$ cat src/rtl/poly_operand_feeder.sv
// Operand feeder for the FIOS Montgomery multiplier: loads M'_0, A, B, M
// from a word stream, launches the multiplier and services its shifts.
module poly_operand_feeder #(
  parameter int s = 5,
  parameter int N = 5
) (
  input  logic           clock_i,
  input  logic           reset_i,
  input  logic           load_start_i,
  input  logic [16:0]    in_data_i,
  input  logic           in_valid_i,
  output logic           in_ready_o,
  output logic [s*17-1:0] A_o,
  output logic [N*17-1:0] B_o,
  output logic [16:0]    M_prime_0_o,
  output logic [16:0]    M_o,
  input  logic           A_rot_i,
  input  logic           B_shift_i,
  input  logic           M_prime_0_rot_i,
  input  logic           M_shift_i,
  output logic           FIOS_start_o,
  input  logic           FIOS_done_i,
  output logic           busy_o,
  output logic           op_done_o
);

  localparam int W   = 17;
  localparam int TOT = 2*s + N + 1;
  localparam int CW  = $clog2(TOT);

  typedef enum logic [2:0] {
    IDLE, LOAD, START, BUSY, DONE
  } state_t;

  state_t          state_q, state_d;
  logic [CW-1:0]   cnt_q;
  logic [s*W-1:0]  a_q;
  logic [N*W-1:0]  b_q;
  logic [s*W-1:0]  m_q;
  logic [W-1:0]    m0_q;
  logic            xfer;
  logic            busy_st;

  assign xfer    = in_ready_o & in_valid_i;
  assign busy_st = (state_q == BUSY);

  always_ff @(posedge clock_i or negedge reset_i) begin
    if (!reset_i) state_q <= IDLE;
    else          state_q <= state_d;
  end

  always_comb begin
    state_d      = state_q;
    in_ready_o   = 1'b0;
    FIOS_start_o = 1'b0;
    op_done_o    = 1'b0;
    unique case (state_q)
      IDLE:  if (load_start_i) state_d = LOAD;
      LOAD: begin
        in_ready_o = 1'b1;
        if (in_valid_i && cnt_q == CW'(TOT-1))
          state_d = START;
      end
      START: begin
        FIOS_start_o = 1'b1;
        state_d      = BUSY;
      end
      BUSY:  if (FIOS_done_i) state_d = DONE;
      DONE: begin
        op_done_o = 1'b1;
        state_d   = IDLE;
      end
      default: state_d = IDLE;
    endcase
  end

  always_ff @(posedge clock_i or negedge reset_i) begin
    if (!reset_i)               cnt_q <= '0;
    else if (state_q == IDLE)   cnt_q <= '0;
    else if (xfer)              cnt_q <= cnt_q + 1'b1;
  end

  // Load writes and multiplier requests never overlap: LOAD vs BUSY.
  always_ff @(posedge clock_i or negedge reset_i) begin
    if (!reset_i) begin
      a_q  <= '0;
      b_q  <= '0;
      m_q  <= '0;
      m0_q <= '0;
    end else if (busy_st) begin
      if (A_rot_i)
        a_q <= {a_q[W-1:0], a_q[s*W-1:W]};
      if (B_shift_i)
        b_q <= b_q >> W;
      if (M_prime_0_rot_i)
        m0_q <= {m0_q[0], m0_q[W-1:1]};
      if (M_shift_i)
        m_q <= m_q >> W;
    end else if (xfer) begin
      unique case (1'b1)
        (cnt_q == '0):
          m0_q <= in_data_i;
        (cnt_q != '0 && cnt_q <= CW'(s)):
          for (int k = 0; k < s; k++)
            if (cnt_q == CW'(k+1))
              a_q[k*W +: W] <= in_data_i;
        (cnt_q > CW'(s) && cnt_q <= CW'(s+N)):
          for (int k = 0; k < N; k++)
            if (cnt_q == CW'(s+1+k))
              b_q[k*W +: W] <= in_data_i;
        (cnt_q > CW'(s+N)):
          for (int k = 0; k < s; k++)
            if (cnt_q == CW'(s+N+1+k))
              m_q[k*W +: W] <= in_data_i;
        default: ;
      endcase
    end
  end

  assign A_o         = a_q;
  assign B_o         = b_q;
  assign M_o         = m_q[W-1:0];
  assign M_prime_0_o = m0_q;
  assign busy_o      = (state_q != IDLE);

endmodule

$ cat config.mk
export PLATFORM = sky130hd
export DESIGN_NAME = poly_operand_feeder
export DESIGN_NICKNAME = d
export VERILOG_FILES = /design/src/rtl/poly_operand_feeder.sv
export SDC_FILE = /design/constraint.sdc
export NUM_CORES = 1
export LEC_CHECK = 0
export CAP_MARGIN = 40
export CORE_AREA = 2 2 173 175
export DETAILED_ROUTE_END_ITERATION = 10
export DIE_AREA = 0 0 175 177
export GPL_ROUTABILITY_DRIVEN = 0
export PLACE_DENSITY = 0.68
export SLEW_MARGIN = 15
export SYNTH_ARGS = -nofsm -noshare
export SYNTH_HDL_FRONTEND = slang
export SYNTH_SLANG_ARGS = --single-unit
$ cat constraint.sdc
create_clock -name clock_i -period 6.35 [get_ports clock_i]
set_clock_uncertainty 0.2 [all_clocks]
set_input_delay 0.9525 -clock clock_i [delete_from_list [all_inputs] [get_ports clock_i]]
set_output_delay 0.9525 -clock clock_i [all_outputs]
set_load 0.01 [all_outputs]
# Word-level counts from Yosys, hierarchy flattened
# Index checks and enable logic that the tools add are counted.
[word_totals]
output_inout_bits = 208
ram_bits = 0
input_bits = 26
elab_cells = 135
romBits = 0
latchBits = 0
register_bits = 279
n_memories = 0
[classes]
bitwise = 1
n_mux = 40
n_reduce_logical = 45
shift = 0
div = 0
n_eq_ne = 26
n_lt_le_gt_ge = 4
multipliers = 0
add_sub_neg = 1
[ops]
columns = ["cell", "n"]
rows = [
  ["$mux 85", 12],
  ["$mux 17", 19],
  ["$reduce_and 4->1", 15],
  ["$reduce_bool 2->1", 21],
  ["$eq 4x4->1 const B", 8],
  ["$eq 4x3->1 const B", 4],
  ["$ne 2x2->1 const B", 7],
  ["$pmux 3 s4", 1],
  ["$mux 3", 3],
  ["$eq 4x2->1 const B", 2],
  ["$mux 4", 2],
  ["$eq 3x2->1 const B", 2],
  ["$reduce_and 3->1", 2],
  ["$add 4x1->4 const B", 1],
  ["$eq 4x1->1 const B", 1],
  ["$gt 4x3->1 const B", 1],
  ["$gt 4x4->1 const B", 1],
  ["$le 4x3->1 const B", 1],
  ["$le 4x4->1 const B", 1],
  ["$logic_not 4->1", 1],
  ["$reduce_bool 4->1", 1],
  ["$eq 3x1->1 const B", 1],
  ["$eq 3x3->1 const B", 1],
  ["$logic_and 1x1->1", 3],
  ["4 further kinds", 6],
]

# Logic depth before layout (Yosys ltp)
[logic_depth]
depth_word = 5
ltp_mapped = 8
depth_no_buf = 6

# Worst setup path after synthesis
# No wires, ideal clock.
[synth_timing]
kind = "input to register"
start = "input in_valid_i"
end = "register a_q[0], in the netlist A_o[0]"
n_path_buf = 4
required_time_ns = 6.024
t_arrival_ns = 2.041
stages = 8
setup_time_ns = 0.126
setup_slack_ns = 3.984
cell_sequence = "and4bb_4 > buf_6 > buf_6 > a32o_1 > buf_4 > buf_6 > nor2_1 > a21oi_1"
[synth_between]
elab_chain_len = 3
[synth_lines]
columns = ["element", "line_no", "rtl"]
rows = [
  ["from (decl)", "11", "input logic in_valid_i,"],
  ["$and 1x1->1", "44", "assign xfer = in_ready_o & in_valid_i;"],
  ["$reduce_bool 2->1 (no line)", "-", ""],
  ["$reduce_and 4->1 (no line)", "-", ""],
  ["to (signal assigned)", "92", "a_q <= {a_q[W-1:0], a_q[s*W-1:W]};"],
  ["to (signal, indexed assignment)", "106", "a_q[k*W +: W] <= in_data_i;"],
  ["to (decl)", "37", "logic [s*W-1:0] a_q;"],
]
# No other way between the ends.
# A chain may end at the register's enable or synchronous reset.

# Final worst setup path
[layout_timing]
start = "register state_q[0]"
end = "output busy_o"
[layout_between]
elab_chain_len = 1
[layout_lines]
columns = ["element", "line_no", "rtl"]
rows = [
  ["from (decl)", "35", "state_t state_q, state_d;"],
  ["from (signal assigned)", "49", "else state_q <= state_d;"],
  ["$reduce_bool 3->1", "124", "assign busy_o = (state_q != IDLE);"],
  ["to (decl)", "23", "output logic busy_o,"],
]
# No other way between the ends.

==> metrics <==
status=completed; Fin Hold WS=0.2791 ns; Starting Density=41.39%; DP HPWL=25450 um; setup_tns=0 ns; Routed Antenna Nets=0; most frequent cells in the layout=a21oi_1, dfrtp_1, clkdlybuf4s50_1; pins over their slew limit=0; WL/cell=19.97 um; die area=0.03098 mm2; total grt overflow=0; Cell Area, Synth=0.01210 mm2; flops & latches, synth=around 280; HP Class=register to register; worst rel slew slack=30.40%; Non-Filler Cell Area, Final=0.01556 mm2; slowest CP cell=nor3_1; initial antenna violation count=2; kind of critical path=register to primary output; Worst Slack Setup Final=around 2.8 ns; Tmin final=between 3 and 4 ns; largest stage delay on the critical path=0.70 ns; # placed instances=1813; Max-Cap Viols=0; crit path launch type=register; # rows=63; Synth area leaders=dfrtp_1, a21oi_1, o21ai_0; clock-pin slew on the worst setup and hold paths=about 0.060 ns; Setup WS pre-CTS=2.675 ns; Data required, critical path=roughly 5.2 ns; Least-Margin Pin Slew=between 1 and 1.5 ns; CP Capture Type=primary output; area share of the largest cell type after synthesis=approximately 58%; Detailed Routing Iterations Pass 1=5; Yosys cell types=45; Port Buffers=233; 1st-iter DRT viols=805; Seq/Total Area, Yosys=57.69%; commonest non-fill, non-tap cell in the layout=a21oi_1; Pleak=between 6 and 7 nW; via count=10280; Post-CTS Setup Inserts=0; Non-Filler Instances=1869; worst skew pair latency=0.55 ns; vias in the first global route=10140; num ports=234; CP max FO=13; fmax=0.2815 GHz; GRT Overall Usage=24.11%; first-pass GRT wire length=57990 um; vias per cell=5.500; die height=177 um; CTS resizes=0; Root Buffer=clkbuf_16; CP Cell Sequence=nor3_1 -> inv_1 -> clkdlybuf4s50_1; Peak VDD IR=221.5 uV; Post-route DRC=0; area delta synth->final=28.55%; Syn Inst Count=~1300; Power Total=between 8 and 9 mW; NumNets Final=1487; pin count of the biggest net entering global routing=147; CTS tree=done; core area=roughly 0.029 mm2; CTS sink count=around 280; fraction of layout cells with a size suffix above 1=7.583%; Yosys top cell by area=dfrtp_1; final wirelength=37320 um; H-tree depth=1; CTS Buf Count=31; synth warn=0; fin crit share=55.94%; Final Hold Viols=0; area of placed instances=0.01455 mm2; syn nets=~1300; fin util=53.20%; Post-CTS Hold Fix Bufs=0; PwrDens=520.2 mW/mm2; die width=~180 um; Setup violations, final=0; crit path DAT=approximately 2.4 ns; syn avg cell area=9.411 um2; clock buffer depth=3; RSZ-0062 raised after global routing=false
## cells by family after synthesis
| family | after synthesis | share of synthesized area, % |
|---|---|---|
| xor gates and xnor gates | 3 | 0.2171 |
| AOI/OAI and AO/OA | 565 | 24.96 |
| and+or+nand+nor | 305 | 10.51 |
| buffers and inverters | 129 | 6.110 |
| DFF | 279 | 57.69 |
| adders and majority gates | 5 | 0.5169 |
## cell usage after synthesis, drive strengths merged
cell type  count
and2b          1
a211oi         1
and3b          1
or3b           1
a32oi          3
buf           90
nor3b          3
nor3           3
clkbuf        36
or2            3
o21ai        238
a21oi        308
a22oi          1
a41o           3
and4b          2
and2          18
a21o           1
a32o           1
nor4b          1
a31oi          4
nor2          76
dfrtp        279
nand2        189
ha             5
a41oi          5
nor2b          2
and4bb         1
nand3b         1
xnor2          1
nand4          2
nand2b         1
inv            3
xor2           2
## area by class of cell
class	instances	area (um2)
fillers	2634	13690
flip-flops and latches	279	6982
multi-input cells	878	4420
repair buffers	263	2650
clock buffers	50	957.2
well taps	390	488.0
clock inverters	4	45.04
inverters	3	11.26
diodes	2	5.005
## critical path: cells and delay by family (launching register included)
kind                   cells  cell delay, ns
and+or+nand+nor            1            0.70
buffers and inverters      2            0.63
DFF                        1            0.53
## layer usage
layer,up-vias,share of wire (%),global-route usage [%]
li1,4784,-,-
met1,5043,41,31.18
met2,376,49,40.81
met3,76,6.3,4.124
met4,0,3.8,8.993
met5,-,0,0
## where the power goes
group	switching (mW)	leakage, nW	total, mW	internal [mW]
Sequential	0.698	3.50	3.29	2.60
Combinational	1.53	2.72	3.04	1.51
Clock	0.708	0.496	1.76	1.06
## final timing paths
path	endpoint	from	slack, ns	cells after the start
max	busy_o	state_q[0]	2.80	3
min reg2reg	m_q[14]	m_q[14]	0.28	2
min in group asynchronous	A_o[12]	reset_i	0.32	1
min	m_q[14]	m_q[14]	0.28	2
max in group asynchronous	m_q[71]	reset_i	4.25	2
max reg2reg	A_o[72]	cnt_q[1]	3.34	7
## state kept, by name, summed over array words and instances, names as in the netlist
register / cells
A_o: 85
B_o: 85
cnt_q: 4
m_q: 85
M_prime_0_o: 17
state_q: 3
(Power assumes the default switching activity.)
==> edit 1: new RTL, same flow settings <==
Reset style: synchronous (`reset_i`), changed in 3 clocked blocks.
--- a/src/rtl/poly_operand_feeder.sv
+++ b/src/rtl/poly_operand_feeder.sv
@@ -45,5 +45,5 @@
   assign busy_st = (state_q == BUSY);
 
-  always_ff @(posedge clock_i or negedge reset_i) begin
+  always_ff @(posedge clock_i) begin
     if (!reset_i) state_q <= IDLE;
     else          state_q <= state_d;
@@ -75,5 +75,5 @@
   end
 
-  always_ff @(posedge clock_i or negedge reset_i) begin
+  always_ff @(posedge clock_i) begin
     if (!reset_i)               cnt_q <= '0;
     else if (state_q == IDLE)   cnt_q <= '0;
@@ -82,5 +82,5 @@
 
   // Load writes and multiplier requests never overlap: LOAD vs BUSY.
-  always_ff @(posedge clock_i or negedge reset_i) begin
+  always_ff @(posedge clock_i) begin
     if (!reset_i) begin
       a_q  <= '0;
Behaviour: differs if reset_i is asserted again (counterexample within 4 cycles, from zero or initial values and one cycle with reset_i low); with reset_i held inactive, the same outputs for 4 cycles.
==> edit 1 against the original RTL <==
Register-to-register slack worse by 80 ps; wire length fell by 5.2%; synthesized cell count rose by 1.6%; first-iteration DRC count grew 24%; synthesized area shrank 3.7%; highest routed layer unchanged; cell area fell by 3.2%; sequential cell count did not move; setup slack gained 140 ps.
Power is not compared: it rests on default switching activity, and its combinational part moved more than twofold at a synthesized area within 25%.
==> edit 1: results (changes against the original RTL) <==
================================================================================
Worst reg-to-reg setup slack                                             3260 ps   -80 ps
First-pass GRT wire length                                             55,500 um   -4.3%
Share of synthesized flip-flops with an asynchronous set or reset             0%   -100 points
Worst hold slack after final layout                                       264 ps   -15.1 ps
Reg2reg path depth                                                             5   -2
Commonest cells in the netlist                                      dfxtp_1 (279), nand2_1 (244), nor2_1 (113)
Filler Cells Inserted                                                      2,712   +3.0%
Synthesized-area fraction occupied by adder cells                         0.537%   +0.020 points
Worst setup startpoint                                                in_valid_i
CP Launch Type                                                      primary input
CP Data Arrival Time                                                     3670 ps   +1270 ps
Placed cell area                                                     14,100 um^2   -3.2%
Clock buffers created by TritonCTS                                            29   -6.5%
Met3 wire length                                                         2730 um   +15%
Via count of the first global-routing pass                                 9,629   -5.0%
Post-synthesis compound-gate area fraction                                 27.4%   +2.4 points
Ratio of cells with drive above 1 in the final layout                      11.4%   +3.8 points
Min-delay src                                                       A_o[62]$_SDFFE_PN0P_
Main area contributors after synthesis                              dfxtp_1 (48%), nand2_1 (7.9%), a311oi_1 (6.0%)
Worst Hold End                                                      A_o[62]$_SDFFE_PN0P_
Critical path fanouts, max                                                    17   +4
Dpl cells                                                                  1,806   -0.39%
Final Routed Wirelength                                                35,400 um   -5.2%
Mux contribution to synthesized area                                       1.84%   +1.8 points
Global Route met2 Usage                                                    34.2%   -6.6 points
Worst reg2reg path startpoint                                       state_q[1]$_SDFFE_PN0P_
Via density per instance                                                    5.59   +1.6%
Net count after synthesis                                                  1,337   +1.5%
GR Layer Usage met3                                                        5.18%   +1.1 points
Post-synthesis cell count                                                  1,306   +1.6%
Synth cell types                                                              50   +11%
Sequential area share after synthesis                                      47.9%   -9.8 points
Overall fraction of global-route tracks in use                             22.2%   -1.9 points
Final Net Count                                                            1,480   -0.47%
Routed len/inst                                                          19.1 um   -4.5%
Post-Synth XOR/XNOR Area                                                  0.150%   -0.067 points
Met2 layer wire length in the routed design                            15,500 um   -15%
Pre-CTS setup slack                                                      2450 ps   -223 ps
Dpl hpwl                                                               24,200 um   -5.0%
Number of antenna diodes                                                       0   -2
Outcome                                                             complete, no violations
Ratio of final minimum period to clock period                              53.7%   -2.2 points
Routed metal-1 wire length                                             16,300 um   +7.2%
Pin count of the biggest net entering global routing                          88   -40%
Worst Setup EP                                                      B_o[79]$_SDFFE_PN0P_
Number of antenna violations at the first check in global routing              0   -2
Fraction of met1 tracks used by global routing                             31.3%   +0.17 points
Hold Violations, Final                                                         0   unchanged
Top metal layer carrying routed signals                                     met4
================================================================================
==> edit 1: cell types whose count changed after synthesis, sizes merged, moves of 18 or more <==
cell / unedited run / this run
o21ai: 238 / 105
a311oi: 0 / 119
and2: 18 / 0
a21oi: 308 / 37
clkbuf: 36 / 77
inv: 3 / 24
nor2: 76 / 143
a31oi: 4 / 85
dfrtp: 279 / 0
dfxtp: 0 / 279
buf: 90 / 71
nand2: 189 / 244
==> edit 1: area by class of cell <==
cell class	count	area, um^2	area share (%)
Sequential cell	279	5590	37.1
Multi-Input combinational cell	855	5320	35.3
Timing Repair Buffer	260	2630	17.5
Clock buffer	40	827	5.49
Tap cell	390	488	3.24
Clock inverter	8	118	0.781
Inverter	24	92.6	0.615
==> edit 1: critical path, cell delays in order <==
cell and delay, ps:
clkdlybuf4s50_1 600, nand4bb_1 640, or3_1 920, mux2_1 440
nor2_1 100
==> edit 2: new RTL, same flow settings <==
Made on the original files. `s`: 5 -> 6.
--- a/src/rtl/poly_operand_feeder.sv
+++ b/src/rtl/poly_operand_feeder.sv
@@ -2,5 +2,5 @@
 // from a word stream, launches the multiplier and services its shifts.
 module poly_operand_feeder #(
-  parameter int s = 5,
+  parameter int s = 6,
   parameter int N = 5
 ) (
Interface: changed (resized A_o); port bits go from 234 to 251. No check against the original RTL was run, so the function may have changed too.
==> edit 2 against the original RTL <==
Non-clock buffer count rose by 4; synthesized area rose by 18%; largest cell class unchanged; first-iteration DRC count rose by 4.6%; cell area rose by 16%; power rose by 18%; setup slack improved by 120 ps; sequential cell count rose by 35; wire length rose by 5.0%; final cell count rose by 11%; die area did not move; global-route usage rose by 1.3 points; sequential share of layout area fell by 1.4 points.
==> edit 2: results (changes against the original RTL) <==
================================================================================
Outcome                                                             complete, no violations
Destination of the worst register-to-register timing path           A_o[84]$_DFFE_PN0P_
Type of the most critical hold path                                      reg2reg
Post-synthesis compound-gate area fraction                                 15.0%   -9.9 points
Final setup slack of the worst path                                      2910 ps   +117 ps
Ratio of cells with drive above 1 in the final layout                      12.6%   +5.0 points
Placed cell area                                                     16,900 um^2   +16%
First-pass GRT wire length                                             62,100 um   +7.1%
Number of antenna violations at the first check in global routing              0   -2
Peak VDD IR                                                             0.310 mV   +40%
Clk_lat worst skew                                                        510 ps   -40 ps
Mux contribution to synthesized area                                       9.08%   +9.1 points
Worst reg-to-reg setup slack                                             3440 ps   +100 ps
Reg2reg path depth                                                             6   -1
Commonest cells in the netlist                                      nand2_1 (382), dfrtp_1 (314), a21oi_1 (224)
Main area contributors after synthesis                              dfrtp_1 (55%), nand2_1 (10%), a21oi_1 (7.8%)
Routed len/inst                                                          18.9 um   -5.2%
Via density per instance                                                    5.46   -0.68%
Synthesized-area fraction occupied by adder cells                         0.436%   -0.081 points
Via count of the first global-routing pass                                11,300   +12%
Worst-case clock buffer depth                                                  3   unchanged
Port-buffer cells                                                            250   +7.3%
Worst reg2reg path startpoint                                       state_q[0]$_DFFE_PN0P_
Number of antenna diodes                                                       0   -2
Met3 wire length                                                         2120 um   -10%
Dpl cells                                                                  2,006   +11%
Slew @ Worst Pin                                                         1020 ps   -26.3 ps
Dpl hpwl                                                               27,000 um   +6.1%
Leakage power figure                                                     8.01 nW   +19%
Clock buffers created by TritonCTS                                            36   +16%
Most instantiated flip-flop cell in the synthesis netlist                dfrtp_1
Met2 layer wire length in the routed design                            20,300 um   +11%
Post-synthesis cell count                                                  1,457   +13%
Post-Synth XOR/XNOR Area                                                  0.122%   -0.095 points
Final Routed Wirelength                                                39,200 um   +5.0%
Routed metal-1 wire length                                             15,800 um   +3.7%
Overall fraction of global-route tracks in use                             25.4%   +1.3 points
Final Net Count                                                            1,685   +13%
Critical path fanouts, max                                                    19   +6
Post-CTS setup buffers                                                         0   unchanged
Sequential area share after synthesis                                      54.8%   -2.9 points
Clock root buffer                                                      clkbuf_16
Number of H-tree levels                                                        2   +1
DR iter-0 viols                                                              842   +4.6%
CP Data Arrival Time                                                     2280 ps   -120 ps
Pin count of the biggest net entering global routing                         205   +39%
Synth cell types                                                              50   +11%
YS warnings                                                                    0   unchanged
Pre-CTS setup slack                                                      2710 ps   +30.7 ps
================================================================================
==> edit 2: cells by family (layout without fill, tap and decap cells) <==
group                    Yosys count  in the layout
XOR/XNOR                           2              2
AO/OA/AOI/OAI                    398            398
adder cells (fa/ha/maj)            5              5
AND/OR/NAND/NOR                  507            507
multiplexers                     102            102
buffers and inverters            129            352
flip-flops                       314            314
==> edit 2: final cells by class <==
cell class,count,area [um^2]
sequential,314,7860
inverter,21,78.8
fill,2448,11200
multi-input combinational,1014,5780
timing repair buffer,267,2710
clock inverter,9,83.8
clock buffer,55,1090
tap,390,488
==> edit 2: per-layer routing <==
metal | global-route usage [%] | vias to the layer above
met3 | 4.79 | 70
met5 | 0 | -
met1 | 31.6 | 5622
met4 | 7.71 | 0
li1 | - | 5315
met2 | 45.1 | 300
==> edit 2: how the worst min path moves through the flow <==
stage                           to                 from  cells past startpoint  slack (ps)
2_1_floorplan  m_q[17]$_DFFE_PN0P_  m_q[17]$_DFFE_PN0P_                      2         250
3_3_place_gp   B_o[10]$_DFFE_PN0P_  B_o[10]$_DFFE_PN0P_                      2         270
3_5_place_dp   m_q[50]$_DFFE_PN0P_  m_q[50]$_DFFE_PN0P_                      2         270
4_1_cts        m_q[50]$_DFFE_PN0P_  m_q[50]$_DFFE_PN0P_                      2         290
5_1_grt        m_q[29]$_DFFE_PN0P_  m_q[29]$_DFFE_PN0P_                      2         310
6_report       m_q[50]$_DFFE_PN0P_  m_q[50]$_DFFE_PN0P_                      2         280
==> edit 2: critical path, stage by stage (launching register included) <==
cell	delay [ps]
dfrtp_1	580
nor3_1	600
inv_1	90
clkdlybuf4s50_1	500
==> edit 2: power by group <==
part	switching [mW]	internal, mW	total [mW]
Sequential	0.725	2.89	3.61
Combinational	1.93	1.96	3.89
Clock	0.824	1.23	2.05
